[src/rtl/comp_arb_pkg.sv]
// Shared definitions for the comp_arb comparator arbiter: state encodings,
// default widths and requester ids.
package comp_arb_pkg;

  localparam int DATA_W_DEFAULT = 32;
  localparam int TAG_W_DEFAULT  = 4;

  localparam logic REQ0 = 1'b0;
  localparam logic REQ1 = 1'b1;

  typedef enum logic [1:0] {
    ST_IDLE = 2'd0,
    ST_CMP  = 2'd1,
    ST_RESP = 2'd2
  } state_e;

endpackage

[src/rtl/comp_32.sv]
// Shared 32-bit comparator: reports operand inequality and signed less-than,
// both forced low while the comparator is not enabled.
module comp_32 (
  input  logic [31:0] in0,
  input  logic [31:0] in1,
  input  logic        enable,
  output logic        isNotEqual,
  output logic        isLessThan
);

  logic signsDiffer;
  logic magLess;

  assign signsDiffer = in0[31] ^ in1[31];
  assign magLess     = in0[30:0] < in1[30:0];

  // With differing signs the negative operand is the smaller one.
  assign isNotEqual = enable && (in0 != in1);
  assign isLessThan = enable && (signsDiffer ? in0[31] : magLess);

endmodule

[src/rtl/comp_arb.sv]
// Two-requester arbiter/sequencer in front of the single comp_32 instance.
// Define COMP_ARB_RR_EN for round-robin priority; otherwise requester 0 always wins.
module comp_arb
  import comp_arb_pkg::*;
#(
  parameter int DATA_W = DATA_W_DEFAULT,
  parameter int TAG_W  = TAG_W_DEFAULT
) (
  input  logic              clock,
  input  logic              reset,
  input  logic              req_0,
  input  logic              req_1,
  input  logic [DATA_W-1:0] in0_0,
  input  logic [DATA_W-1:0] in0_1,
  input  logic [DATA_W-1:0] in1_0,
  input  logic [DATA_W-1:0] in1_1,
  input  logic [TAG_W-1:0]  tag_0,
  input  logic [TAG_W-1:0]  tag_1,
  output logic              ready_0,
  output logic              ready_1,
  output logic              resp_valid_0,
  output logic              resp_valid_1,
  input  logic              resp_ack_0,
  input  logic              resp_ack_1,
  output logic              resp_neq,
  output logic              resp_lt,
  output logic [TAG_W-1:0]  resp_tag
);

  state_e            state_q, state_d;
  logic [DATA_W-1:0] a_q, a_d, b_q, b_d;
  logic [TAG_W-1:0]  tag_q, tag_d;
  logic              owner_q, owner_d;
  logic              neq_q, neq_d, lt_q, lt_d;

  logic grant0, grant1;
  logic accept, acceptId;
  logic ownerAck;
  logic cmpEnable, cmpNeq, cmpLt;

`ifdef COMP_ARB_RR_EN
  logic ptr_q, ptr_d;

  assign grant0 = req_0 && (!req_1 || ptr_q == REQ0);
  assign grant1 = req_1 && (!req_0 || ptr_q == REQ1);

  always_comb begin
    ptr_d = ptr_q;
    if (accept) ptr_d = (acceptId == REQ0) ? REQ1 : REQ0;
  end

  always_ff @(posedge clock or posedge reset) begin
    if (reset) ptr_q <= REQ0;
    else       ptr_q <= ptr_d;
  end
`else
  assign grant0 = req_0;
  assign grant1 = req_1 && !req_0;
`endif

  // Grants are withheld while reset is held so nothing looks accepted.
  assign ready_0  = (state_q == ST_IDLE) && grant0 && !reset;
  assign ready_1  = (state_q == ST_IDLE) && grant1 && !reset;
  assign accept   = ready_0 || ready_1;
  assign acceptId = ready_1 ? REQ1 : REQ0;
  assign ownerAck = (owner_q == REQ0) ? resp_ack_0 : resp_ack_1;

  assign resp_valid_0 = (state_q == ST_RESP) && (owner_q == REQ0);
  assign resp_valid_1 = (state_q == ST_RESP) && (owner_q == REQ1);
  assign resp_neq     = neq_q;
  assign resp_lt      = lt_q;
  assign resp_tag     = tag_q;

  comp_32 u_comp (
    .in0        (a_q),
    .in1        (b_q),
    .enable     (cmpEnable),
    .isNotEqual (cmpNeq),
    .isLessThan (cmpLt)
  );

  always_comb begin
    state_d   = state_q;
    a_d       = a_q;
    b_d       = b_q;
    tag_d     = tag_q;
    owner_d   = owner_q;
    neq_d     = neq_q;
    lt_d      = lt_q;
    cmpEnable = 1'b0;
    case (state_q)
      ST_IDLE: begin
        if (accept) begin
          a_d     = (acceptId == REQ1) ? in0_1 : in0_0;
          b_d     = (acceptId == REQ1) ? in1_1 : in1_0;
          tag_d   = (acceptId == REQ1) ? tag_1 : tag_0;
          owner_d = acceptId;
          state_d = ST_CMP;
        end
      end
      ST_CMP: begin
        cmpEnable = 1'b1;
        neq_d     = cmpNeq;
        lt_d      = cmpLt;
        state_d   = ST_RESP;
      end
      ST_RESP: begin
        if (ownerAck) state_d = ST_IDLE;
      end
      default: state_d = ST_IDLE;
    endcase
  end

  always_ff @(posedge clock or posedge reset) begin
    if (reset) begin
      state_q <= ST_IDLE;
      a_q     <= '0;
      b_q     <= '0;
      tag_q   <= '0;
      owner_q <= REQ0;
      neq_q   <= 1'b0;
      lt_q    <= 1'b0;
    end else begin
      state_q <= state_d;
      a_q     <= a_d;
      b_q     <= b_d;
      tag_q   <= tag_d;
      owner_q <= owner_d;
      neq_q   <= neq_d;
      lt_q    <= lt_d;
    end
  end

endmodule

[config.mk]
export PLATFORM = sky130hd
export DESIGN_NAME = comp_arb
export DESIGN_NICKNAME = d
export VERILOG_FILES = /design/src/rtl/comp_arb_pkg.sv /design/src/rtl/comp_32.sv /design/src/rtl/comp_arb.sv
export SDC_FILE = /design/constraint.sdc
export NUM_CORES = 1
export LEC_CHECK = 0
export CAP_MARGIN = 25
export CORE_MARGIN = 2
export CORE_UTILIZATION = 47
export CTS_BUF_LIST = sky130_fd_sc_hd__clkbuf_8
export CTS_CLUSTER_DIAMETER = 150
export DETAILED_ROUTE_END_ITERATION = 6
export PLACE_DENSITY = 0.89
export SYNTH_ARGS = -nofsm -noshare
export SYNTH_HDL_FRONTEND = slang
export SYNTH_HIERARCHICAL = 1
export SYNTH_SLANG_ARGS = --single-unit
[constraint.sdc]
create_clock -name clock -period 3.4 [get_ports clock]
set_input_delay 0.51 -clock clock [delete_from_list [all_inputs] [get_ports clock]]
set_output_delay 0.51 -clock clock [all_outputs]
set_load 0.005 [all_outputs]
==> metrics.txt <==
run status finished clean; clock transition at the registers of the reported paths 0.08 ns; global-route met2 utilization 34.9%; total number of H-tree levels 3; first-pass GRT wire length 15.5 mm; fill cell count 671; post-synthesis average cell area 12.5 um^2; Power, Total 4090 uW; met1 GRT Util 22.0%; f_max 0.410 GHz; Max-slew headroom 56.5%; peak supply drop 332 uV; hold-fix buffers at CTS 0; Yosys reg bits 73; final max-slew violation count 0; Layout Skew 0.0107 ns; final worst path period need 2.44 ns; maximum number of pins on one net before global-route repair 69; 1st-iter DRT viols 111; count of maximum capacitance violations 0; most crowded layer after global routing met2; Post-synth EDFFs 0; final number of setup-violating endpoints 0; number of nets in the layout 681; worst path bufs/invs 2; count of boundary I/O pins 152; root buf cell sky130_fd_sc_hd__clkbuf_8; DRT antenna net count 0; max incr delay on CP 0.51 ns; cell occurring most often along the worst timing path sky130_fd_sc_hd__clkdlybuf4s50_1; aggregate global-route resource usage 19.1%; Critical Path Sink Type primary output; sequential element share of the synthesized area 40.8%; sequential cell area in the final layout 1830 um^2; worst min path class reg2reg; Worst EP required 2.89 ns; floorplan die area 10300 um^2; fraction of post-synthesis cell area in the top cell type by area 40.8%; fraction of final layout cells with drive strength greater than 1 32.2%; via count of the routed design 3227; antenna violations before repair 0; leakage power total 0.00276 uW; area occupied by multi-input gates 2430 um^2; total global routing overflow 0; crit start category input pin; post-synthesis cell count 358; number of global-route vias before repair 3425; share of the cycle needed by the critical path after routing 71.8%; number of cells upsized or downsized after cts 0; transition time at the pin with the least slew margin 0.646 ns; Port Buf Inserts 151; die height 102 um; Yosys cell types 31; Synth-to-Final Area Change 40.8%; Setup TNS Final 0 ns; core footprint 9240 um^2; Setup Buffers After CTS 0; routed wirelength normalized by instance count 15.2 um; unrepaired setup endpoints after global routing no; number of hold violations in the final report 0; most frequently used cell type in the post-synthesis netlist sky130_fd_sc_hd__mux2_2; kind of cell adding the most delay to the critical path buffers and inverters; maximum count of clock buffers along a single path 2; effective utilization at floorplan 48.4%; synth warn 6; Worst Path Max Fanout 3; largest area contributor in the synthesized netlist sky130_fd_sc_hd__dfrtp_1; synthesized netlist net count 531; highest-delay cell along the critical path sky130_fd_sc_hd__clkdlybuf4s50_1; TritonCTS clock tree built; post-synthesis instance area 4480 um^2; cell area power density 648 nW/um^2; top_reg_cell synth sky130_fd_sc_hd__dfrtp_1; Final Instance Area 6300 um^2; weighted congestion at the end of routability-driven global placement 0.807; share of flip-flops with an asynchronous set or reset after synthesis 100%; Residual DRC 0; detail-routed via count per cell 5.03; post-placement cell area 6110 um^2; post-detail-place hpwl 7.61 mm; Final Routed Wirelength 9.73 mm; dominant cells by area after synthesis sky130_fd_sc_hd__dfrtp_1 41%, sky130_fd_sc_hd__mux2_2 30%, sky130_fd_sc_hd__ha_1 8.7%; die width 102 um; TritonCTS Sinks 73; cell breakdown of the critical path clkdlybuf4s50_1 -> nor3_2 -> and2_1 -> clkdlybuf4s50_1; most numerous cell types in the synthesized netlist 121 x sky130_fd_sc_hd__mux2_2, 73 x sky130_fd_sc_hd__dfrtp_1, 34 x sky130_fd_sc_hd__inv_1; diode count 0; number of buffers inserted during clock tree synthesis 9; number of rows created at floorplan 35; GR met3 Demand/Resource 4.69%; source-to-sink clock delay at the later pin of the worst-skew pair 0.34 ns; Worst Path Arrival 1.93 ns; Initial DRT Pass Iterations 4; start-to-end type of the worst setup path in2out
## per-stage QoR
step           std cells  hold WS (ns)  util, %  setup WS (ns)
2_1_floorplan        358         0.481        -           1.04
3_3_place_gp         626         0.490     66.1          0.971
3_5_place_dp         626         0.496     66.1          0.881
4_1_cts              642         0.516     68.2          0.958
5_1_grt              642         0.531     68.2          0.874
6_report             642         0.511     68.2          0.960
## area by class of cell
type                    count  share of cell area (%)
repair buffers            155                    24.9
flip-flops and latches     73                    29.0
clock buffers               9                    1.97
well taps                 129                    2.56
inverters                  34                    2.04
multi-input cells         235                    38.5
clock inverters             7                    1.11
## cell families (layout without fill, tap and decap cells)
| kind of cell | after synthesis | in the layout | synth area share, % |
|---|---|---|---|
| multiplexers | 139 | 139 | 36.5 |
| adder cells (fa/ha/maj) | 31 | 31 | 8.66 |
| flip-flops | 73 | 73 | 40.8 |
| XOR/XNOR | 1 | 1 | 0.196 |
| AO/OA/AOI/OAI | 27 | 27 | 3.97 |
| AND/OR/NAND/NOR | 37 | 37 | 4.56 |
| buffers and inverters | 50 | 205 | 5.34 |
## path summary, 6_finish.rpt
path	startpoint	endpoint	slack [ns]	cells past startpoint
setup / recovery	reset	ready_0	0.96	4
hold / removal	b_q[29]$_DFFE_PP0P_	b_q[29]$_DFFE_PP0P_	0.51	1
setup reg to reg	a_q[26]$_DFFE_PP0P_	resp_lt$_DFFE_PP0P_	1.15	7
hold reg to reg	b_q[29]$_DFFE_PP0P_	b_q[29]$_DFFE_PP0P_	0.51	1
max in group asynchronous	reset	b_q[19]$_DFFE_PP0P_	2.18	3
min in group asynchronous	reset	state_q[1]$_DFFE_PP0P_	0.54	2
## flip-flops by register name (all words and copies together), names as in the netlist
register and flops:
resp_lt 1, owner_q 1, b_q 32, resp_neq 1, resp_tag 4, state_q 2, a_q 32
## power by group
group / switching (uW) / internal, uW / total, uW
registers: 266 / 1310 / 1570
clock network: 327 / 339 / 665
logic: 758 / 1090 / 1850
## routing by layer
metal	up-vias	part of all wire, %
met2	96	53
met4	0	1.5
met5	-	0
met3	17	4.9
met1	1537	41
li1	1577	-
## layout by cell type (no fill, tap or decap), types with 4 or more instances in the layout
master	instances
sky130_fd_sc_hd__inv_1	33
sky130_fd_sc_hd__clkinv_2	4
sky130_fd_sc_hd__nand4_1	6
sky130_fd_sc_hd__nand2_1	6
sky130_fd_sc_hd__clkbuf_8	9
sky130_fd_sc_hd__dfrtp_1	73
sky130_fd_sc_hd__mux2_2	121
sky130_fd_sc_hd__a21oi_1	12
sky130_fd_sc_hd__ha_1	31
sky130_fd_sc_hd__nor2b_1	4
sky130_fd_sc_hd__mux2_4	18
sky130_fd_sc_hd__nor2_1	7
sky130_fd_sc_hd__clkdlybuf4s50_1	151
Power figures use the tool's default switching activity.
